===== config.mk =====
export PLATFORM = sky130hd
export DESIGN_NAME = raizing_prio_mixer
export DESIGN_NICKNAME = d
export VERILOG_FILES = /design/src/rtl/raizing_prio_mixer.sv
export SDC_FILE = /design/constraint.sdc
export NUM_CORES = 1
export LEC_CHECK = 0
export BUFFER_PORTS_ARGS = -buffer_cell sky130_fd_sc_hd__buf_2
export CAP_MARGIN = 15
export CORE_MARGIN = 5
export CORE_UTILIZATION = 40
export CTS_BUF_LIST = sky130_fd_sc_hd__clkbuf_2
export CTS_CLUSTER_DIAMETER = 80
export DETAILED_ROUTE_END_ITERATION = 8
export GPL_TIMING_DRIVEN = 0
export PLACE_DENSITY = 0.61
export SYNTH_ARGS = -nofsm -noshare
export SYNTH_HDL_FRONTEND = slang
export SYNTH_SLANG_ARGS = --single-unit

===== constraint.sdc =====
create_clock -name CLK -period 4.4 [get_ports CLK]
set_clock_uncertainty 0.15 [all_clocks]
set_input_delay 0 -clock CLK [delete_from_list [all_inputs] [get_ports CLK]]
set_output_delay 0 -clock CLK [all_outputs]
set_load 0.05 [all_outputs]

===== src/rtl/raizing_prio_mixer.sv =====
// raizing_prio_mixer: N-layer priority mixer plus always-on-top text layer.
// Two CEN-gated stages: capture/opacity, then winner select and output regs.
// A per-layer enable mask is staged in a pending register and only applied
// during vblank on a dot advance.
// Optional build macro: RAIZING_COLMIX_SOLO_EN adds SOLO_ON/SOLO_SEL to
// restrict opacity to a single chosen source.
module raizing_prio_mixer #(
  parameter int LAYERS = 4,
  parameter int IDX_W  = 11,
  parameter int PRIO_W = 4,
  parameter logic [IDX_W-1:0] BLANK = '0,
  localparam int PIX_W = PRIO_W + IDX_W,
  localparam int LW    = $clog2(LAYERS + 2)
) (
  input  logic                    CLK,
  input  logic                    RESET_N,
  input  logic                    PIXEL_CEN,
  input  logic [LAYERS*PIX_W-1:0] LAYER_PIXEL,
  input  logic [IDX_W-1:0]        TEXT_PIXEL,
  input  logic                    ACTIVE,
  input  logic                    VBLANK,
  input  logic                    CFG_WR,
  input  logic [LAYERS:0]         LAYER_EN_IN,
`ifdef RAIZING_COLMIX_SOLO_EN
  input  logic                    SOLO_ON,
  input  logic [$clog2(LAYERS+1)-1:0] SOLO_SEL,
`endif
  output logic                    CFG_BUSY,
  output logic [IDX_W-1:0]        FINAL_PIXEL,
  output logic [LW-1:0]           FINAL_LAYER,
  output logic                    FINAL_VALID
);

  // Unpacked per-layer fields from the flat bus ({prio, index} per layer).
  logic [IDX_W-1:0]  lay_idx  [LAYERS];
  logic [PRIO_W-1:0] lay_prio [LAYERS];

  for (genvar gi = 0; gi < LAYERS; gi++) begin : g_unpack
    assign lay_idx[gi]  = LAYER_PIXEL[gi*PIX_W +: IDX_W];
    assign lay_prio[gi] = LAYER_PIXEL[gi*PIX_W + IDX_W +: PRIO_W];
  end

  // Configuration state
  logic [LAYERS:0] mask_q, mask_d;
  logic [LAYERS:0] pending_q, pending_d;
  logic            busy_q, busy_d;

  // Stage 1 state
  logic [IDX_W-1:0]  s1_idx_q  [LAYERS];
  logic [IDX_W-1:0]  s1_idx_d  [LAYERS];
  logic [PRIO_W-1:0] s1_prio_q [LAYERS];
  logic [PRIO_W-1:0] s1_prio_d [LAYERS];
  logic [LAYERS:0]   s1_opq_q, s1_opq_d;   // bit LAYERS = text
  logic [IDX_W-1:0]  s1_text_q, s1_text_d;
  logic              s1_active_q, s1_active_d;

  // Stage 2 / output state
  logic [IDX_W-1:0] out_pix_q, out_pix_d;
  logic [LW-1:0]    out_lay_q, out_lay_d;
  logic             out_val_q, out_val_d;

  // Solo gating: which sources may be opaque this dot (all when solo is off).
  logic [LAYERS:0] solo_ok;

  // Solo source selection (all sources allowed unless solo is built in and on)
  always_comb begin
    solo_ok = '1;
`ifdef RAIZING_COLMIX_SOLO_EN
    if (SOLO_ON) begin
      for (int k = 0; k <= LAYERS; k++) begin
        solo_ok[k] = (int'(SOLO_SEL) == k);
      end
    end
`endif
  end

  // Pending/active mask update; a write coinciding with apply goes straight in
  always_comb begin
    pending_d = CFG_WR ? LAYER_EN_IN : pending_q;
    mask_d    = mask_q;
    busy_d    = busy_q;
    if (VBLANK && PIXEL_CEN) begin
      mask_d = pending_d;
      busy_d = 1'b0;
    end else if (CFG_WR) begin
      busy_d = 1'b1;
    end
  end

  // Stage 1: capture fields, opacity (index, mask, solo) and ACTIVE on CEN
  always_comb begin
    s1_idx_d    = s1_idx_q;
    s1_prio_d   = s1_prio_q;
    s1_opq_d    = s1_opq_q;
    s1_text_d   = s1_text_q;
    s1_active_d = s1_active_q;
    if (PIXEL_CEN) begin
      for (int k = 0; k < LAYERS; k++) begin
        s1_idx_d[k]  = lay_idx[k];
        s1_prio_d[k] = lay_prio[k];
        s1_opq_d[k]  = (lay_idx[k] != '0) && mask_q[k] && solo_ok[k];
      end
      s1_text_d        = TEXT_PIXEL;
      s1_opq_d[LAYERS] = (TEXT_PIXEL != '0) && mask_q[LAYERS] && solo_ok[LAYERS];
      s1_active_d      = ACTIVE;
    end
  end

  // Winner among opaque layers: ascending scan with >= so that the higher
  // layer number takes a priority tie.
  logic              win_found;
  logic [PRIO_W-1:0] win_prio;
  logic [IDX_W-1:0]  win_idx;
  logic [LW-1:0]     win_lay;

  // Priority reduction over the registered stage-1 values
  always_comb begin
    win_found = 1'b0;
    win_prio  = '0;
    win_idx   = BLANK;
    win_lay   = LW'(LAYERS + 1);
    for (int k = 0; k < LAYERS; k++) begin
      if (s1_opq_q[k] && (!win_found || s1_prio_q[k] >= win_prio)) begin
        win_found = 1'b1;
        win_prio  = s1_prio_q[k];
        win_idx   = s1_idx_q[k];
        win_lay   = LW'(k);
      end
    end
  end

  // Stage 2: text override, then layer winner, else blank; hold without CEN
  always_comb begin
    out_pix_d = out_pix_q;
    out_lay_d = out_lay_q;
    out_val_d = out_val_q;
    if (PIXEL_CEN) begin
      out_val_d = s1_active_q;
      if (!s1_active_q) begin
        out_pix_d = BLANK;
        out_lay_d = LW'(LAYERS + 1);
      end else if (s1_opq_q[LAYERS]) begin
        out_pix_d = s1_text_q;
        out_lay_d = LW'(LAYERS);
      end else if (win_found) begin
        out_pix_d = win_idx;
        out_lay_d = win_lay;
      end else begin
        out_pix_d = BLANK;
        out_lay_d = LW'(LAYERS + 1);
      end
    end
  end

  // State registers with asynchronous active-low reset
  always_ff @(posedge CLK or negedge RESET_N) begin
    if (!RESET_N) begin
      mask_q      <= '1;
      pending_q   <= '1;
      busy_q      <= 1'b0;
      for (int k = 0; k < LAYERS; k++) begin
        s1_idx_q[k]  <= '0;
        s1_prio_q[k] <= '0;
      end
      s1_opq_q    <= '0;
      s1_text_q   <= '0;
      s1_active_q <= 1'b0;
      out_pix_q   <= BLANK;
      out_lay_q   <= LW'(LAYERS + 1);
      out_val_q   <= 1'b0;
    end else begin
      mask_q      <= mask_d;
      pending_q   <= pending_d;
      busy_q      <= busy_d;
      s1_idx_q    <= s1_idx_d;
      s1_prio_q   <= s1_prio_d;
      s1_opq_q    <= s1_opq_d;
      s1_text_q   <= s1_text_d;
      s1_active_q <= s1_active_d;
      out_pix_q   <= out_pix_d;
      out_lay_q   <= out_lay_d;
      out_val_q   <= out_val_d;
    end
  end

  assign CFG_BUSY    = busy_q;
  assign FINAL_PIXEL = out_pix_q;
  assign FINAL_LAYER = out_lay_q;
  assign FINAL_VALID = out_val_q;

endmodule


==> reports/results.tsv, run 1 <==
stage	metric	value	unit
yosys	yosysUniqueCellTypes	42	
clock_network	cts_root_buffer	clkbuf_2	
yosys	async_flop_share	100	%
clock_network	cts_sinks	103	
outcome	tool.error	[ERROR RSZ-0060] Max buffer count reached.	
yosys	synth-edff-count	0	
placed_design	finalWeightedCongestion	0.821	
outcome	outcome	did not finish	
yosys	synth_cells	409	
placed_design	place_hpwl	9210	um
floorplan	io_pins	98	
floorplan	rows	40	
yosys	synth_seq_cells	103	
clock_network	htree_levels	3	
yosys	ys_top_cells_by_area	dfrtp_1 47%, mux2_2 19%, dfstp_2 6.5%, o21ai_0 3.5%, a21oi_1 3.1%	
placed_design	port_buffers	95	
yosys	synthTopCellsByCount	91 x dfrtp_1, 80 x mux2_2, 34 x o21ai_0	
floorplan	chipHeight	120	um
yosys	syn-num-nets	503	
clock_network	hold_buffers	136	
clock_network	post_cts_buffers	9	
clock_network	max-clock-path-buffers	2	
yosys	netlist_area	4840	um^2
yosys	yosys.area.top_type_share	47.1	%
yosys	yosysSeqAreaShare	53.6	%
yosys	syn_avg_cell_area	11.8	um^2
floorplan	die_w	120	um
yosys	yosysMostFrequentCell	dfrtp_1	
yosys	yosys_warnings	0	
outcome	lastStage	clock tree synthesis	
floorplan	initial_core_util	40.6	%
yosys	yosys.area.top_type	dfrtp_1	
clock_network	cts_buffers	9	
yosys	synth_flop_cell	dfrtp_1	
clock_network	post_cts_resized	35	
## metrics by stage
| step | cells | TNS [ns] | instance area (um^2) | setup WS (ns) |
|---|---|---|---|---|
| 3_3_place_gp | 651 | -8.98 | 5570 | -0.778 |
| 3_5_place_dp | 652 | -9.17 | 5600 | -0.807 |
| 2_1_floorplan | 409 | -2.44 | 4910 | -0.222 |
## cells by family after synthesis
logic type      share of synthesized area, %
simple gates                            9.83
flops                                   53.6
compound gates                          11.2
mux                                     18.8
buf+inv                                 3.44
fa+ha+maj                               3.10
==> run 2, diff against run 1 <==
--- a/config.mk
+++ b/config.mk
@@ -8,12 +8,10 @@
 export BUFFER_PORTS_ARGS = -buffer_cell sky130_fd_sc_hd__buf_2
 export CAP_MARGIN = 15
 export CORE_MARGIN = 5
-export CORE_UTILIZATION = 40
-export CTS_BUF_LIST = sky130_fd_sc_hd__clkbuf_2
-export CTS_CLUSTER_DIAMETER = 80
+export CORE_UTILIZATION = 25
 export DETAILED_ROUTE_END_ITERATION = 8
 export GPL_TIMING_DRIVEN = 0
-export PLACE_DENSITY = 0.61
+export PLACE_DENSITY_LB_ADDON = 0.15
 export SYNTH_ARGS = -nofsm -noshare
 export SYNTH_HDL_FRONTEND = slang
 export SYNTH_SLANG_ARGS = --single-unit
==> constraint.sdc (replaced) <==
create_clock -name CLK -period 5.7 [get_ports CLK]
set_clock_uncertainty 0.15 [all_clocks]
set_input_delay 0 -clock CLK [delete_from_list [all_inputs] [get_ports CLK]]
set_output_delay 0 -clock CLK [all_outputs]
set_load 0.05 [all_outputs]
==> run 2 against run 1 <==
The run now ends clean. Synthesized cell count unchanged. Area after synthesis is the same.
==> reports/results.tsv, run 2 <==
stage	metric	value	unit	change
yosys	synthTopCellsByCount	91 x dfrtp_1, 80 x mux2_2, 34 x o21ai_0		
timing	fmax	0.185	GHz	
outcome	outcome	finished, final reports clean		
grt	grt_max_degree	68		
floorplan	rows	50		+25%
clock_network	cts_root_buffer	clkbuf_16		
yosys	netlist_area	4840	um^2	unchanged
critical_path	path_max_fanout	18		
yosys	async_flop_share	100	%	unchanged
timing	finalSetupTns	0	ns	
route	drcViolationCount	0		
pwr	p_total	2.17	mW	
flow_run	maxCapViolCount	0		
critical_path	cp.arrival	5.49	ns	
final_layout	largest_register_ffs	44		
final_layout	drive_gt1_share	38.6	%	
yosys	yosys.area.top_type_share	47.1	%	unchanged
final_layout	stdcell_count	867		
clock_network	htree_levels	3		unchanged
yosys	syn-num-nets	503		unchanged
timing	worst_slack	0.301	ns	
yosys	synth_cells	409		unchanged
yosys	syn_avg_cell_area	11.8	um^2	unchanged
grt	grt_pass1_wl	22900	um	
critical_path	reg2reg_from	s1_opq_q[0]$_DFFE_PN0P_		
clock_network	path_clk_slew	0.07	ns	
yosys	yosysMostFrequentCell	dfrtp_1		
placed_design	finalWeightedCongestion	0.756		-8.0%
critical_path	r2r_slack	0.30	ns	
timing	slew_viol_final	0		
critical_path	worstSetupPathType	register to register		
timing	worst-slew-pin-transition	0.843	ns	
critical_path	r2r_cells	22		
timing	hold_violations	0		
clock_network	cts_sinks	103		unchanged
final_layout	final_cell_mix	96 x buf_2, 90 x dfrtp_1, 85 x dlygate4sd3_1		
clock_network	tritoncts	done		
clock_network	cts_buffers	9		unchanged
timing	slew_headroom	43.8	%	
critical_path	worstPathCellList	and2_2 > ha_1 > nor2_1 > a21oi_1 > o21a_1 > buf_6 > buf_8 > mux2_2 > ha_1 > or3b_1 > a211oi_4 > nor2_4 > nor2_1 > a21oi_1 > ha_1 > nand2b_1 > a2111oi_2 > a21oi_2 > o21a_1 > buf_2 > a21oi_1 > o21ai_0		
critical_path	crit_family	compound AO/OA/AOI/OAI gates		
grt	grt_pass1_vias	4200		
critical_path	crit_path_start_kind	register		
yosys	synth_seq_cells	103		unchanged
pwr	ir_drop	0.160	mV	
final_layout	fin_nets	697		
route	drtIter0Drc	150		
critical_path	critPathCaptureType	register		
route	vias	3776		
critical_path	worstSetupPathDepth	22		
final_layout	final_common_cell	buf_2		
final_layout	final_cell_area	6860	um^2	
floorplan	coreArea	18900	um^2	
yosys	ys_top_cells_by_area	dfrtp_1 47%, mux2_2 19%, dfstp_2 6.5%, o21ai_0 3.5%, a21oi_1 3.1%		
yosys	synth_flop_cell	dfrtp_1		
route	routed_via_density	4.36		
timing	finalCriticalPeriod	5.40	ns	
critical_path	cpMaxStageDelayCell	dfrtp_2		
hold_path	hold_class	primary input to asynchronous set/reset pin		
placed_design	dp.cells	765		+17%
yosys	synth-edff-count	0		unchanged
critical_path	crit_required	5.79	ns	
route	firstDrtPassIters	4		
yosys	yosysSeqAreaShare	53.6	%	unchanged
pwr	p_leak	2.92	nW	
final_layout	nFillCells	1934		
floorplan	dieArea	22200	um^2	
floorplan	initial_core_util	25.6	%	-15 points
final_layout	reg_top3	s1_idx_q (44), s1_prio_q (16)		
placed_design	placed_cell_area	5670	um^2	+1.3%
yosys	yosys.area.top_type	dfrtp_1		
route	avgRoutedWirePerCell	16.4	um	
floorplan	chipHeight	149	um	+24%
yosys	yosys_warnings	0		unchanged
timing	holdWs	0.0189	ns	
yosys	yosysUniqueCellTypes	42		unchanged
placed_design	post-place-ws	-0.0987	ns	+0.708 ns
floorplan	io_pins	98		unchanged
grt	grt_util_all_layers	13.4	%	
placed_design	place_hpwl	11000	um	+19%
route	ant_nets	0		
final_layout	area_growth	41.8	%	
route	routed_wirelength	14200	um	
critical_path	critPathMaxStageDelay	0.44	ns	
clock_network	clock_latency	0.36	ns	
final_layout	utilization	36.3	%	
timing	setup_viol	0		
timing	finalCritPeriodShare	94.7	%	
final_layout	regMostFlops	s1_idx_q		
pwr	p_per_area	316	nW/um^2	
grt	grt-ovfl-total	0		
placed_design	port_buffers	95		unchanged
final_layout	n_antenna_cell	0		
critical_path	r2r_end	FINAL_PIXEL[7]$_DFFE_PN0P_		
grt	antenna_found_initial	0		
critical_path	crit_buf_inv	3		
floorplan	die_w	149	um	+24%
clock_network	max-clock-path-buffers	2		unchanged
[run 2: layout make-up]
class                           instances  area [um^2]  share of cell area (%)
Clock buffer                           11          253                    3.68
Multi-Input combinational cell        268         2120                    30.9
Buffer                                 24          113                    1.64
Tap cell                              260          325                    4.74
Timing Repair Buffer                  184         1380                    20.1
Sequential cell                       103         2590                    37.8
Inverter                               13         48.8                   0.711
Clock inverter                          4         30.0                   0.438
[run 2: logic make-up (layout without fill, tap and decap cells)]
group / after synthesis / in the layout / synth area share (%)
and+or+nand+nor: 86 / 86 / 9.83
muxes: 81 / 81 / 18.8
adders and majority gates: 12 / 12 / 3.10
DFF: 103 / 103 / 53.6
AOI/OAI and AO/OA: 89 / 89 / 11.2
buffers and inverters: 38 / 236 / 3.44
[run 2: timing repair]
item,CTS,global route
setup endpoints to repair,9,12
buffers inserted,0,3
gates resized for setup,2,9
hold buffers,85,0
gates cloned,0,0
pin swaps,0,1
hold endpoints to repair,180,0
[run 2: worst max-delay path by stage]
stage | slack (ns) | startpoint | to
detailed placement | -0.1 | s1_opq_q[0]$_DFFE_PN0P_ | FINAL_PIXEL[6]$_DFFE_PN0P_
finish | 0.30 | s1_opq_q[0]$_DFFE_PN0P_ | FINAL_PIXEL[7]$_DFFE_PN0P_
floorplan | 0.88 | s1_opq_q[0]$_DFFE_PN0P_ | FINAL_LAYER[1]$_DFFE_PN0P_
global placement | -0.07 | s1_opq_q[0]$_DFFE_PN0P_ | FINAL_PIXEL[6]$_DFFE_PN0P_
CTS | -0.02 | s1_opq_q[0]$_DFFE_PN0P_ | FINAL_PIXEL[6]$_DFFE_PN0P_
global route | -0.02 | s1_opq_q[0]$_DFFE_PN0P_ | FINAL_PIXEL[4]$_DFFE_PN0P_
[run 2: report_power, final]
| part | switching (mW) | internal (mW) | total, mW |
|---|---|---|---|
| sequential | 0.0578 | 0.838 | 0.895 |
| clock | 0.279 | 0.319 | 0.598 |
| combinational | 0.392 | 0.283 | 0.675 |
| total | 0.728 | 1.44 | 2.17 |
[run 2: worst register-to-register path, stage by stage (launching register included)]
cell,delay (ns)
dfrtp_2,0.44
and2_2,0.19
ha_1,0.27
nor2_1,0.04
a21oi_1,0.20
o21a_1,0.19
buf_6,0.15
buf_8,0.14
mux2_2,0.35
ha_1,0.27
or3b_1,0.42
a211oi_4,0.36
nor2_4,0.16
nor2_1,0.15
a21oi_1,0.05
ha_1,0.28
nand2b_1,0.15
a2111oi_2,0.42
a21oi_2,0.12
o21a_1,0.23
buf_2,0.20
a21oi_1,0.25
o21ai_0,0.11
[run 2: metal layers]
layer	vias to the layer above	routed length, um	GRT usage, %
met5	-	0	0
met4	0	302	5.31
met3	18	397	2.04
met2	74	6680	21.8
met1	1819	6850	18.1
li1	1865	-	-
Power figures use the tool's default switching activity.
==> run 3, diff against run 2 <==
==> constraint.sdc (replaced) <==
create_clock -name CLK -period 5.7 [get_ports CLK]
set_clock_uncertainty 0.15 [all_clocks]
set_input_delay 0.855 -clock CLK [delete_from_list [all_inputs] [get_ports CLK]]
set_output_delay 0.855 -clock CLK [all_outputs]
set_load 0.05 [all_outputs]
==> run 3 against run 2 <==
Sequential power is essentially flat. First-iteration DRC count fell by 8.7%. Clock power about the same. Global-route usage fell by 0.51 points. Wire length fell by 3.9%. Critical path depth is the same. Cell area fell by 12%. Clock-buffer cell count unchanged. Largest cell class unchanged. Largest power group unchanged. Highest routed layer unchanged.
==> reports/results.tsv, run 3 (synthesis gave the netlist of run 2 again) <==
stage	metric	value	unit	change
outcome	outcome	finished, final reports clean		
grt	grt_pass1_wl	21900	um	-4.4%
final_layout	largest_register_ffs	44		unchanged
clock_network	max-clock-path-buffers	2		unchanged
timing	worst-slew-pin-transition	0.846	ns	+0.00214 ns
flow_run	maxCapViolCount	0		unchanged
floorplan	initial_core_util	25.6	%	unchanged
critical_path	cpMaxStageDelayCell	dfrtp_2		
timing	finalSetupTns	0	ns	unchanged
critical_path	path_max_fanout	18		unchanged
final_layout	regMostFlops	s1_idx_q		
final_layout	regArea	2590	um^2	unchanged
critical_path	critPathLaunch	s1_opq_q[0]$_DFFE_PN0P_		
route	routed_via_density	4.45		+2.3%
pwr	ir_drop	0.160	mV	about the same
timing	setup_viol	0		unchanged
critical_path	critPathMaxStageDelay	0.44	ns	about the same
placed_design	port_buffers	95		unchanged
critical_path	crit_required	5.79	ns	about the same
final_layout	utilization	31.8	%	-4.5 points
critical_path	crit_buf_inv	3		unchanged
final_layout	area_growth	24.3	%	
critical_path	worstPathCellList	and2_2 > ha_1 > nor2_1 > a21oi_1 > o21a_1 > buf_6 > buf_8 > mux2_2 > ha_1 > or3b_1 > a211oi_4 > nor2_4 > nor2_1 > a21oi_1 > ha_1 > nand2b_1 > a2111oi_2 > a21oi_2 > o21a_1 > buf_2 > a21oi_1 > o21ai_0		
floorplan	io_pins	98		unchanged
route	avgRoutedWirePerCell	17.5	um	+6.5%
final_layout	drive_gt1_share	44.8	%	+6.3 points
critical_path	reg2reg_from	s1_opq_q[0]$_DFFE_PN0P_		
critical_path	crit_family	compound AO/OA/AOI/OAI gates		
clock_network	cts_root_buffer	clkbuf_16		
clock_network	tritoncts	done		
route	vias	3483		-7.8%
floorplan	coreArea	18900	um^2	unchanged
timing	fmax	0.185	GHz	about the same
route	routed_wirelength	13700	um	-3.9%
critical_path	critPathCaptureType	register		
grt	grt_pass1_vias	3906		-7.0%
clock_network	clock_latency	0.36	ns	about the same
route	firstDrtPassIters	4		unchanged
final_layout	multiInputGateArea	2120	um^2	unchanged
placed_design	place_hpwl	11000	um	unchanged
clock_network	path_clk_slew	0.07	ns	about the same
grt	grt_max_degree	68		unchanged
grt	grt_util_all_layers	12.9	%	-0.51 points
pwr	p_leak	2.57	nW	-12%
floorplan	rows	50		unchanged
pwr	p_per_area	353	nW/um^2	+12%
clock_network	cts_sinks	103		unchanged
floorplan	dieArea	22200	um^2	unchanged
grt	grt-ovfl-total	0		unchanged
floorplan	die_w	149	um	unchanged
final_layout	fin_nets	612		-12%
final_layout	final_cell_mix	96 x buf_2, 90 x dfrtp_1, 80 x mux2_2		
route	drtIter0Drc	137		-8.7%
clock_network	htree_levels	3		unchanged
route	drcViolationCount	0		unchanged
final_layout	n_antenna_cell	0		unchanged
timing	finalCriticalPeriod	5.40	ns	-0.000255 ns
critical_path	crit_path_start_kind	register		
timing	hold_violations	0		unchanged
hold_path	hold_class	primary input to asynchronous set/reset pin		
final_layout	reg_top3	s1_idx_q (44), s1_prio_q (16)		
critical_path	cp.arrival	5.49	ns	about the same
critical_path	worstSetupPathType	register to register		
final_layout	nFillCells	1992		+3.0%
floorplan	chipHeight	149	um	unchanged
timing	slew_viol_final	0		unchanged
timing	finalCritPeriodShare	94.7	%	about the same
timing	slew_headroom	43.6	%	-0.14 points
clock_network	cts_buffers	9		unchanged
final_layout	final_common_cell	buf_2		
route	ant_nets	0		unchanged
placed_design	finalWeightedCongestion	0.756		unchanged
grt	antenna_found_initial	0		unchanged
[run 3: cell types whose count changed in the layout (fill, tap and decap cells not counted)]
cell           change
dlygate4sd3_1     -85
[run 3: routing by layer]
layer | part of all wire (%) | vias to the layer above | GRT usage, %
met2 | 47 | 79 | 20.4
met1 | 47 | 1695 | 17.4
li1 | - | 1695 | -
met5 | 0 | - | 0
met4 | 1.8 | 0 | 4.94
met3 | 4.2 | 14 | 2.86
[run 3: worst paths after layout]
| kind | endpoint | slack [ns] | cells after the start |
|---|---|---|---|
| hold reg to reg | CFG_BUSY$_DFFE_PN0P_ | 0.35 | 2 |
| min in group CLK | CFG_BUSY$_DFFE_PN0P_ | 0.35 | 2 |
| setup / recovery | FINAL_PIXEL[7]$_DFFE_PN0P_ | 0.30 | 22 |
| max in group asynchronous | mask_q[3]$_DFFE_PN1P_ | 4.32 | 2 |
| setup reg to reg | FINAL_PIXEL[7]$_DFFE_PN0P_ | 0.30 | 22 |
| hold / removal | s1_prio_q[1]$_DFFE_PN0P_ | 0.33 | 1 |
[run 3: repair_timing]
item | CTS | global route
resized for setup | 2 | 9
buffers inserted | 0 | 3
setup endpoints to repair | 9 | 12
hold buffers | 0 | 0
pin swaps | 0 | 1
[run 3: area by class of cell]
| type | count | share of cell area [%] |
|---|---|---|
| sequential | 103 | 43.1 |
| multi-input combinational | 268 | 35.3 |
| timing repair buffer | 99 | 8.78 |
| tap | 260 | 5.41 |
| clock buffer | 11 | 4.20 |
| buffer | 24 | 1.87 |
| inverter | 13 | 0.812 |
| clock inverter | 4 | 0.499 |
[run 3: power by group]
part / switching (mW) / internal, mW
registers: 0.0576 / 0.838
logic: 0.383 / 0.243
clock network: 0.278 / 0.319
[run 3: worst reg2reg max path: stages, from the launching register on]
cell,delay [ns]
dfrtp_2,0.44
and2_2,0.19
ha_1,0.27
nor2_1,0.04
a21oi_1,0.20
o21a_1,0.19
buf_6,0.15
buf_8,0.14
mux2_2,0.35
ha_1,0.27
or3b_1,0.42
a211oi_4,0.36
nor2_4,0.16
nor2_1,0.15
a21oi_1,0.05
ha_1,0.28
nand2b_1,0.15
a2111oi_2,0.42
a21oi_2,0.13
o21a_1,0.23
buf_2,0.20
a21oi_1,0.25
o21ai_0,0.11
[run 3: stage by stage]
step	hold WS, ns	total power, mW	cells	cell area [um^2]	setup slack, ns
2_1_floorplan	0.308	1.30	409	4840	0.882
3_3_place_gp	0.331	1.51	764	5640	-0.0651
3_5_place_dp	0.339	1.52	765	5670	-0.0987
4_1_cts	0.331	2.13	780	5960	-0.0218
5_1_grt	0.361	2.24	782	6010	-0.0217
6_report	0.325	2.12	782	6010	0.301
==> run 4, diff against run 3 <==
--- a/config.mk
+++ b/config.mk
@@ -8,7 +8,7 @@
 export BUFFER_PORTS_ARGS = -buffer_cell sky130_fd_sc_hd__buf_2
 export CAP_MARGIN = 15
 export CORE_MARGIN = 5
-export CORE_UTILIZATION = 25
+export CORE_UTILIZATION = 42
 export DETAILED_ROUTE_END_ITERATION = 8
 export GPL_TIMING_DRIVEN = 0
 export PLACE_DENSITY_LB_ADDON = 0.15
==> run 4 against run 3 <==
Register-to-register slack got worse by 0.03 ns. Sequential cell count did not move. Utilization rose by 20 points.
==> reports/results.tsv, run 4 (synthesis gave the netlist of run 2 again) <==
stage	metric	value	unit	change
timing	finalCritPeriodShare	95.2	%	+0.44 points
clock_network	clock_latency	0.34	ns	-0.02 ns
critical_path	r2r_end	FINAL_PIXEL[7]$_DFFE_PN0P_		
final_layout	drive_gt1_share	43.3	%	-1.6 points
pwr	p_leak	2.56	nW	-0.19%
final_layout	area_growth	20.9	%	
grt	grt_pass1_wl	20200	um	-7.8%
final_layout	fin_nets	609		-0.49%
timing	worst-slew-pin-transition	0.752	ns	-0.0939 ns
clock_network	cts_sinks	103		unchanged
final_layout	final_cell_mix	96 x buf_2, 90 x dfrtp_1, 80 x mux2_2		
grt	grt_pass1_vias	3865		-1.0%
critical_path	worstSetupPathType	register to register		
clock_network	path_clk_slew	0.06	ns	about the same
route	firstDrtPassIters	5		+1
final_layout	n_antenna_cell	0		unchanged
placed_design	port_buffers	95		unchanged
route	routed_wirelength	11800	um	-14%
floorplan	initial_core_util	42.6	%	+17 points
critical_path	r2r_cells	22		unchanged
flow_run	maxCapViolCount	0		unchanged
pwr	comb_power_share	27.8	%	-1.8 points
pwr	p_total	2.13	mW	+0.39%
critical_path	critPathCaptureType	register		
clock_network	hold_buffers	0		unchanged
outcome	outcome	finished, final reports clean		
critical_path	cp.arrival	5.49	ns	about the same
timing	finalSetupTns	0	ns	unchanged
pwr	switching_share	31.6	%	-2.3 points
critical_path	crit_required	5.77	ns	-0.02 ns
grt	grt_max_degree	72		+5.9%
route	ant_nets	0		unchanged
clock_network	max-clock-path-buffers	2		unchanged
timing	rsz0062_at_grt	false		
pwr	p_per_area	364	nW/um^2	+3.2%
timing	worst_slack	0.276	ns	-0.0252 ns
timing	slew_viol_final	0		unchanged
timing	slew_headroom	49.9	%	+6.3 points
route	drcViolationCount	0		unchanged
clock_network	tritoncts	done		
route	avgRoutedWirePerCell	17.8	um	+1.9%
timing	setup_viol	0		unchanged
hold_path	hold_class	primary input to asynchronous set/reset pin		
final_layout	final_common_cell	buf_2		
floorplan	coreArea	11400	um^2	-40%
critical_path	path_max_fanout	18		unchanged
critical_path	crit_path_start_kind	register		
pwr	power_frac_seq	42.2	%	about the same
placed_design	finalWeightedCongestion	0.816		+8.0%
floorplan	dieArea	13800	um^2	-38%
timing	hold_violations	0		unchanged
grt	antenna_found_initial	0		unchanged
placed_design	post-place-ws	0.123	ns	+0.221 ns
clock_network	cts_buffers	9		unchanged
floorplan	rows	39		-22%
clock_network	htree_levels	3		unchanged
critical_path	r2r_slack	0.28	ns	-0.03 ns
placed_design	placed_cell_area	5520	um^2	-2.6%
grt	grt-ovfl-total	0		unchanged
floorplan	die_w	117	um	-21%
final_layout	regMostFlops	s1_idx_q		
floorplan	chipHeight	117	um	-21%
clock_network	post_cts_resized	0		-2
final_layout	largest_register_ffs	44		unchanged
timing	fmax	0.184	GHz	-0.46%
route	routed_via_density	5.32		+19%
grt	grt_util_all_layers	18.2	%	+5.3 points
pwr	ir_drop	0.252	mV	+58%
route	drtIter0Drc	180		+31%
placed_design	place_hpwl	9290	um	-15%
timing	finalCriticalPeriod	5.42	ns	+0.0252 ns
critical_path	reg2reg_from	s1_opq_q[0]$_DFFE_PN0P_		
pwr	p_int	1.46	mW	+4.0%
pwr	power.share.clock	30.0	%	+1.8 points
clock_network	cts_root_buffer	clkbuf_16		
route	vias	3526		+1.2%
clock_network	post_cts_buffers	0		unchanged
final_layout	final_cell_area	5850	um^2	-2.7%
pwr	switching_power	672	uW	-6.5%
final_layout	nFillCells	1071		-46%
floorplan	io_pins	98		unchanged
final_layout	reg_top3	s1_idx_q (44), s1_prio_q (16)		
==> run 4: cell count changes in the layout (fill, tap and decap cells not counted), sizes merged <==
cell | previous run | this run
buf | 110 | 107
bufinv | 0 | 2
clkbuf | 24 | 25
clkinvlp | 1 | 0
inv | 14 | 13
==> run 4: metrics by stage <==
stage	utilization [%]	instances	hold slack (ns)
after floorplan	-	409	0.308
after global placement	48.3	647	0.322
after detailed placement	48.6	648	0.327
after CTS	51.3	664	0.320
after global routing	51.5	663	0.345
final	51.5	663	0.315
==> run 4: per-layer routing <==
layer	wire length (um)	vias to the layer above	part of all wire, %	track usage (%)
li1	-	1686	-	-
met1	5460	1741	46	24.6
met2	5620	87	48	28.9
met3	578	12	4.9	4.91
met4	157	0	1.3	4.93
met5	0	-	0	0
==> run 4: final cells by class <==
class,count,area (um^2),share of cell area [%]
Sequential cell,103,2590,44.3
Multi-Input combinational cell,268,2100,36.0
Timing Repair Buffer,96,505,8.64
Clock buffer,12,236,4.04
Tap cell,143,179,3.06
Buffer,24,113,1.92
Clock inverter,4,70.1,1.20
Inverter,13,48.8,0.834
==> run 4: how the worst max path moves through the flow <==
stage,start,end,slack [ns],cells after the start
after global placement,s1_opq_q[0]$_DFFE_PN0P_,FINAL_PIXEL[6]$_DFFE_PN0P_,0.18,23
after CTS,s1_opq_q[0]$_DFFE_PN0P_,FINAL_PIXEL[9]$_DFFE_PN0P_,0.10,23
final,s1_opq_q[0]$_DFFE_PN0P_,FINAL_PIXEL[7]$_DFFE_PN0P_,0.28,22
after floorplan,s1_opq_q[0]$_DFFE_PN0P_,FINAL_LAYER[1]$_DFFE_PN0P_,0.88,23
after global routing,s1_opq_q[0]$_DFFE_PN0P_,FINAL_PIXEL[5]$_DFFE_PN0P_,0.05,22
after detailed placement,s1_opq_q[0]$_DFFE_PN0P_,FINAL_PIXEL[9]$_DFFE_PN0P_,0.12,23
==> run 4: worst max-delay path, stage by stage (launching register included) <==
cell       delay, ns
dfrtp_2         0.47
and2_2          0.21
ha_1            0.27
nor2_1          0.04
a21oi_1         0.18
o21a_1          0.17
buf_6           0.14
buf_8           0.13
mux2_2          0.36
ha_1            0.27
or3b_1          0.42
a211oi_4        0.36
nor2_4          0.17
nor2_1          0.14
a21oi_1         0.05
ha_1            0.28
nand2b_1        0.16
a2111oi_1       0.40
a21oi_1         0.16
o21a_1          0.24
buf_2           0.20
a21oi_1         0.22
o21ai_0         0.11
==> run 4: power groups by stage <==
stage	registers (mW)	clock network (mW)	logic [mW]
floorplan	0.991	0	0.305
global placement	0.908	0	0.570
detailed placement	0.910	0	0.583
CTS	0.897	0.659	0.585
global route	0.911	0.688	0.654
finish	0.898	0.638	0.592
